<file path="src/rtl/ls_moment_accum_if.sv">
// Handshake and result bundle for the streaming moment accumulator.
// The producer/consumer side uses master; the accumulator uses slave.
interface ls_moment_accum_if #(
    parameter int XW = 12,
    parameter int CW = 9
);
    logic                 start;
    logic                 abort;
    logic                 in_valid;
    logic                 in_ready;
    logic [XW-1:0]        xi;
    logic [XW-1:0]        yi;
    logic                 busy;
    logic                 out_valid;
    logic [CW-1:0]        s0;
    logic [XW+CW-1:0]     sx;
    logic [2*XW+CW-1:0]   sxx;
    logic [XW+CW-1:0]     sy;
    logic [2*XW+CW-1:0]   sxy;

    modport master (
        output start, abort, in_valid, xi, yi,
        input  in_ready, busy, out_valid, s0, sx, sxx, sy, sxy
    );

    modport slave (
        input  start, abort, in_valid, xi, yi,
        output in_ready, busy, out_valid, s0, sx, sxx, sy, sxy
    );
endinterface

</file>
<file path="src/rtl/ls_moment_accum.sv">
// Streaming moment accumulator: over one batch of N (x, y) samples it
// builds sum(1), sum(x), sum(x^2), sum(y) and sum(x*y) for the 2x2
// least-squares inverse stage. Accumulator widths are sized so that a full
// batch of maximum-valued samples cannot wrap, so no saturation exists.
// sx/sy keep the input fraction; sxx/sxy carry twice the input fraction.
module ls_moment_accum #(
    parameter int N  = 256,
    parameter int XW = 12,
    parameter int CW = $clog2(N+1)
) (
    input  logic              clk,
    input  logic              rst_n,
    ls_moment_accum_if.slave  bus
);
    localparam int LW = XW + CW;
    localparam int QW = 2*XW + CW;

    typedef enum logic [1:0] {
        IDLE = 2'd0,
        ACC  = 2'd1,
        DONE = 2'd2
    } state_t;

    state_t           r_state;
    logic             r_in_ready;
    logic             r_busy;
    logic             r_out_valid;
    logic [CW-1:0]    r_s0;
    logic [LW-1:0]    r_sx;
    logic [QW-1:0]    r_sxx;
    logic [LW-1:0]    r_sy;
    logic [QW-1:0]    r_sxy;

    logic             w_take;
    logic             w_last;
    logic [2*XW-1:0]  w_xx;
    logic [2*XW-1:0]  w_xy;

    // A sample is consumed only while ready; r_in_ready is high exactly in ACC.
    assign w_take = bus.in_valid && r_in_ready;
    // The sample counter doubles as s0, so N-1 means this is the final sample.
    assign w_last = (r_s0 == CW'(N-1));
    // Full-width unsigned products.
    assign w_xx   = {{XW{1'b0}}, bus.xi} * {{XW{1'b0}}, bus.xi};
    assign w_xy   = {{XW{1'b0}}, bus.xi} * {{XW{1'b0}}, bus.yi};

    // Batch control FSM and accumulators; every output is a register here.
    always_ff @(posedge clk or negedge rst_n) begin
        if (!rst_n) begin
            r_state     <= IDLE;
            r_in_ready  <= 1'b0;
            r_busy      <= 1'b0;
            r_out_valid <= 1'b0;
            r_s0        <= '0;
            r_sx        <= '0;
            r_sxx       <= '0;
            r_sy        <= '0;
            r_sxy       <= '0;
        end else begin
            // NOTE: non-blocking assignments throughout, so every branch below
            // reads the pre-edge register values and the default pulse-low of
            // r_out_valid is simply overridden by a later assignment.
            r_out_valid <= 1'b0;
            case (r_state)
                IDLE, DONE: begin
                    if (bus.start) begin
                        r_state    <= ACC;
                        r_in_ready <= 1'b1;
                        r_busy     <= 1'b1;
                        r_s0       <= '0;
                        r_sx       <= '0;
                        r_sxx      <= '0;
                        r_sy       <= '0;
                        r_sxy      <= '0;
                    end else begin
                        r_state <= IDLE;
                        r_busy  <= 1'b0;
                    end
                end
                ACC: begin
                    if (bus.abort) begin
                        // Abort beats a same-cycle handshake; that sample is dropped.
                        r_state    <= IDLE;
                        r_in_ready <= 1'b0;
                        r_busy     <= 1'b0;
                        r_s0       <= '0;
                        r_sx       <= '0;
                        r_sxx      <= '0;
                        r_sy       <= '0;
                        r_sxy      <= '0;
                    end else if (w_take) begin
                        r_s0  <= r_s0 + CW'(1);
                        r_sx  <= r_sx + LW'(bus.xi);
                        r_sxx <= r_sxx + QW'(w_xx);
                        r_sy  <= r_sy + LW'(bus.yi);
                        r_sxy <= r_sxy + QW'(w_xy);
                        if (w_last) begin
                            r_state     <= DONE;
                            r_in_ready  <= 1'b0;
                            r_out_valid <= 1'b1;
                        end
                    end
                end
                default: begin
                    r_state    <= IDLE;
                    r_in_ready <= 1'b0;
                    r_busy     <= 1'b0;
                end
            endcase
        end
    end

    assign bus.in_ready  = r_in_ready;
    assign bus.busy      = r_busy;
    assign bus.out_valid = r_out_valid;
    assign bus.s0        = r_s0;
    assign bus.sx        = r_sx;
    assign bus.sxx       = r_sxx;
    assign bus.sy        = r_sy;
    assign bus.sxy       = r_sxy;

endmodule

</file>
<file path="src/flat_wrapper.sv">
// flat-port wrapper written by rule: the top's interface ports become plain ports
module ls_moment_accum_flat 
#(
    parameter int N  = 256,
    parameter int XW = 12,
    parameter int CW = $clog2(N+1)
)
  (clk, rst_n, bus_start, bus_abort, bus_in_valid, bus_xi, bus_yi, bus_in_ready, bus_busy, bus_out_valid, bus_s0, bus_sx, bus_sxx, bus_sy, bus_sxy);
  ls_moment_accum_if #(.XW(XW), .CW(CW)) bus_i ();
  input  logic clk;
  input  logic rst_n;
  input wire logic [$bits(bus_i.start)-1:0] bus_start;
  input wire logic [$bits(bus_i.abort)-1:0] bus_abort;
  input wire logic [$bits(bus_i.in_valid)-1:0] bus_in_valid;
  input wire logic [$bits(bus_i.xi)-1:0] bus_xi;
  input wire logic [$bits(bus_i.yi)-1:0] bus_yi;
  output wire logic [$bits(bus_i.in_ready)-1:0] bus_in_ready;
  output wire logic [$bits(bus_i.busy)-1:0] bus_busy;
  output wire logic [$bits(bus_i.out_valid)-1:0] bus_out_valid;
  output wire logic [$bits(bus_i.s0)-1:0] bus_s0;
  output wire logic [$bits(bus_i.sx)-1:0] bus_sx;
  output wire logic [$bits(bus_i.sxx)-1:0] bus_sxx;
  output wire logic [$bits(bus_i.sy)-1:0] bus_sy;
  output wire logic [$bits(bus_i.sxy)-1:0] bus_sxy;
  assign bus_i.start = bus_start;
  assign bus_i.abort = bus_abort;
  assign bus_i.in_valid = bus_in_valid;
  assign bus_i.xi = bus_xi;
  assign bus_i.yi = bus_yi;
  assign bus_in_ready = bus_i.in_ready;
  assign bus_busy = bus_i.busy;
  assign bus_out_valid = bus_i.out_valid;
  assign bus_s0 = bus_i.s0;
  assign bus_sx = bus_i.sx;
  assign bus_sxx = bus_i.sxx;
  assign bus_sy = bus_i.sy;
  assign bus_sxy = bus_i.sxy;
  ls_moment_accum #(.N(N), .XW(XW), .CW(CW)) u_core (.clk(clk), .rst_n(rst_n), .bus(bus_i));
endmodule
</file>
<file path="config.mk">
export PLATFORM = sky130hd
export DESIGN_NAME = ls_moment_accum_flat
export DESIGN_NICKNAME = d
export VERILOG_FILES = /design/src/rtl/ls_moment_accum_if.sv /design/src/rtl/ls_moment_accum.sv /design/src/flat_wrapper.sv
export SDC_FILE = /design/constraint.sdc
export NUM_CORES = 1
export LEC_CHECK = 0
export BUFFER_PORTS_ARGS = -buffer_cell sky130_fd_sc_hd__buf_2
export CORE_UTILIZATION = 40
export CTS_CLUSTER_SIZE = 30
export DETAILED_ROUTE_END_ITERATION = 6
export GPL_TIMING_DRIVEN = 0
export HOLD_SLACK_MARGIN = 0.1
export PLACE_DENSITY = 0.69
export SLEW_MARGIN = 0
export SYNTH_ARGS = -nofsm -noshare
export SYNTH_HDL_FRONTEND = slang
export SYNTH_SLANG_ARGS = --single-unit
</file>
<file path="constraint.sdc">
create_clock -name clk -period 5.8 [get_ports clk]
set_input_delay 1.16 -clock clk [delete_from_list [all_inputs] [get_ports clk]]
set_output_delay 1.16 -clock clk [all_outputs]
set_load 0.02 [all_outputs]
</file>
==> run summary <==
The total number of clock tree sinks came out at 122. Sorting the synthesized cells by how often they occur yields 402 x sky130_fd_sc_hd__inv_1, 224 x sky130_fd_sc_hd__fa_1, 215 x sky130_fd_sc_hd__nand2_1. The run finished, with violations left. The number of antenna diodes in the final layout is 0. The synthesized area divided by synthesized cell count came out at 8.80 um^2.

The total nets after synthesis is 2310. The top cell type by total area after synthesis is sky130_fd_sc_hd__fa_1. At the worst endpoint, the required time is 6.17 ns. The final count of negative-setup-slack endpoints came out at 7. The vertical die dimension is 206 um. The total routing usage reported by global routing came out at 24.8%. The time the final worst path needs with I/O delays and setup came out at 5.90 ns. The x dimension of the die came out at 206 um.

The initial antenna violation count came to 1. The kind of end point of the critical path is a flip-flop. The checks that failed: design-rule violations, negative setup slack.

The last weighted congestion value of the routability-driven placer is 0.931. Data on the critical path arrives at its endpoint at 6.28 ns. The detailed-router iteration count before antenna repair is 7. Detailed placement finished with a half-perimeter wire length of 38800 um. Ranked by total cell area, the synthesized netlist is headed by sky130_fd_sc_hd__fa_1 27%, sky130_fd_sc_hd__dfrtp_1 18%, sky130_fd_sc_hd__ha_1 12%. The top-area cell type share of the netlist area is 26.9%. The later-pin clock latency in the skew report is 0.46 ns. In this run the worst hold path is classified as flip-flop to flip-flop. The placeable core region is 41000 um^2. Headroom to the max-slew limit came out at 19.5%. The worst setup path is launched from a primary input. Sequential cells were found to cover 18.3% of the synthesized design area. The largest net degree at the start of global routing came out at 69. The largest fanout on the critical path came out at 10.

The detail route stage leaves a number of antenna-violating nets equal to 0. The layout net count is 2540. The number of hold buffers added after CTS came out at 0. The total wire length after detailed routing is 51100 um. The synthesis-to-finish area growth came out at 24.1%.

In this run, the number of DRC markers left after iteration 0 of detailed routing was 1042. The leakage power is 10.8 nW. The boundary pin count came out at 149. The final-layout setup total negative slack is -0.319 ns. By instance count, the leading cell after synthesis is sky130_fd_sc_hd__inv_1.

The aggregate global routing overflow came out at 0. Setup repair after global routing could not meet its margin everywhere. The count of synthesis-stage warnings from yosys came out at 0. The slew at the pin with the worst max-slew slack came out at 1.21 ns. The synthesized instance count is 1895.

Across all layers, the routed design uses 14472 vias. The delay contributed by the slowest stage of the critical path came out at 0.57 ns. The count of unique library cells instantiated by Yosys came out at 67. The count of pins over their slew limit is 0. The family with the most delay on the worst path is adder cells. The worst path setup slack after routing is -0.103 ns. The first global-routing pass estimated 79600 um of wire. The slowest stage of the critical path belongs to the cell sky130_fd_sc_hd__fa_1. The clock arrives with 0.0177 ns of skew.

The post-route clock period utilization is 102%. The tightest hold path in the finished design has a slack of 0.501 ns. The clock slew seen by the registers of the worst setup and hold paths is 0.07 ns. The share of layout cells above drive strength 1 is 20.7%. The placement-stage cell area is 18400 um^2. The DRC violations left came out at 15. Counting the fill cells in the layout gives 3793. The category of the critical setup timing path is primary input to flip-flop. The post-synthesis instance area came out at 16700 um^2. Row generation in the floorplan step produced 74 rows. The number of buffers inserted during clock tree synthesis came out at 17.

The worst-case clock buffer depth is 2. In this run, synthesis inferred 0 flip-flops with an integrated enable. TritonCTS built the clock tree. Clock tree synthesis selected as its root buffer the cell sky130_fd_sc_hd__clkbuf_16. The via count of the first global-routing pass came out at 14528. The area of all placed cells without fillers is 20700 um^2.

The starting utilization of the core area came out at 40.7%. The die covers 42500 um^2. The count of maximum capacitance violations came out at 0. The cell with the most instances on the worst path is sky130_fd_sc_hd__fa_1. The total power per unit cell area is 592 nW/um^2. IR analysis of the VDD net gives a maximum drop of 0.000658 V.

The total of flip-flops plus latches after synthesis is 122. The fmax is 169 MHz. For this run, asynchronously set or reset flops after synthesis account for 100%.

The routed wire length per instance came out at 19.2 um. The number of hold violations in the final report was 0. The total of buffers placed on input and output ports is 148. Walking the worst path, the cells encountered are buf_12 > clkbuf_8 > and2_4 > fa_1 > fa_1 > fa_1 > fa_1 > inv_1 > fa_1 > inv_1 > ha_4 > and4_4 > and4b_2 > a21oi_4 > a32o_2 > o21a_4 > or4_4 > a21oi_2. The number of vias per cell after detailed routing came out at 5.42. The total buffers and inverters traversed by the critical path came out at 4. The commonest register cell after synthesis is sky130_fd_sc_hd__dfrtp_1.

The number of H-tree branching levels came out at 4.
## logic make-up after synthesis
family / count (synthesis) / share of synthesized area (%)
and+or+nand+nor: 484 / 14.4
buffers and inverters: 474 / 10.7
adders and majority gates: 386 / 39.0
AOI/OAI and AO/OA: 356 / 13.7
DFF: 122 / 18.3
xor gates and xnor gates: 65 / 3.41
muxes: 8 / 0.480
## worst reg2reg max path, delay by kind of cell, from the launching register on
kind,cells,cell delay [ns]
adders and majority gates,5,2.29
AOI/OAI and AO/OA,4,0.73
buffers and inverters,4,0.26
and+or+nand+nor,3,1.02
DFF,1,0.38
## sequential cells by signal, indices dropped and copies added, names as in the netlist
signal and flops:
u_core.bus.in_ready 1, u_core.bus.sx 21, u_core.bus.busy 1, u_core.bus.sxx 33
u_core.r_state 2, u_core.bus.sxy 33, u_core.bus.s0 9, u_core.bus.sy 21
u_core.bus.out_valid 1
## path summary, 6_finish.rpt
path	from	end	slack (ns)	cells past startpoint
max	bus_xi[8]	u_core.bus.sxx[29]$_DFFE_PN0P_	-0.10	18
min	u_core.bus.busy$_DFFE_PN0N_	u_core.bus.busy$_DFFE_PN0N_	0.50	2
max reg2reg	u_core.bus.sxx[11]$_DFFE_PN0P_	u_core.bus.sxx[29]$_DFFE_PN0P_	1.04	16
min reg2reg	u_core.bus.busy$_DFFE_PN0N_	u_core.bus.busy$_DFFE_PN0N_	0.50	2
max in group asynchronous	rst_n	u_core.bus.sxy[5]$_DFFE_PN0P_	4.33	2
min in group asynchronous	rst_n	u_core.bus.sxx[30]$_DFFE_PN0P_	0.68	1
## metal layers
| metal | global-route usage, % | vias up | share of wire (%) |
|---|---|---|---|
| met5 | 0 | - | 0 |
| met3 | 6.84 | 80 | 9.6 |
| met1 | 33.0 | 7294 | 42 |
| li1 | - | 6527 | - |
| met4 | 6.12 | 0 | 2.0 |
| met2 | 39.7 | 571 | 47 |
## report_power, final
group	total [mW]	switching [mW]	internal, mW
Clock	1.18	0.507	0.669
Combinational	10.0	5.61	4.41
Sequential	1.07	0.106	0.960
## placed cells by master (no fill, tap or decap), drive strengths merged, types with 5 or more instances in the layout
cell type,count
a21o,44
a22o,18
xor2,32
mux2i,8
clkbuf,74
o21ai,98
xnor2,33
and2,109
a211oi,12
fa,224
a21oi,84
inv,408
dfrtp,122
or4,6
nand3,21
and3,16
ha,162
nand2,215
nand4,12
a32o,5
nor3,11
a31oi,9
o21a,11
o22ai,17
buf,228
nor2b,5
nor2,37
o31ai,7
or3,21
o211ai,14
nand2b,15
## per-stage QoR
step,std cells,utilization (%),setup WS (ns),power (mW)
global route,2670,50.5,-0.196,13.3
detailed placement,2576,44.9,-1.29,8.93
global placement,2575,44.8,-1.09,8.77
finish,2670,50.5,-0.103,12.3
CTS,2633,48.5,-0.145,10.8
floorplan,1895,-,-0.154,7.18
## cell type report
class                           instances  area, um^2  share of cell area [%]
Clock inverter                         13         159                   0.768
Timing Repair Buffer                  215        1510                    7.28
Inverter                              402        1510                    7.30
Multi-Input combinational cell       1299       12600                    60.8
Clock buffer                           19         453                    2.19
Buffer                                 68         766                    3.70
Sequential cell                       122        3050                    14.7
Tap cell                              532         666                    3.22
## repair_timing
item / 4_1_cts / 5_1_grt
gates resized for setup: 134 / 155
cloned: 1 / 2
endpoints found under the setup margin: 38 / 29
pin swaps: 35 / 84
setup buffers: 27 / 36
endpoints found under the hold margin: 0 / 0
Power figures use the tool's default switching activity.
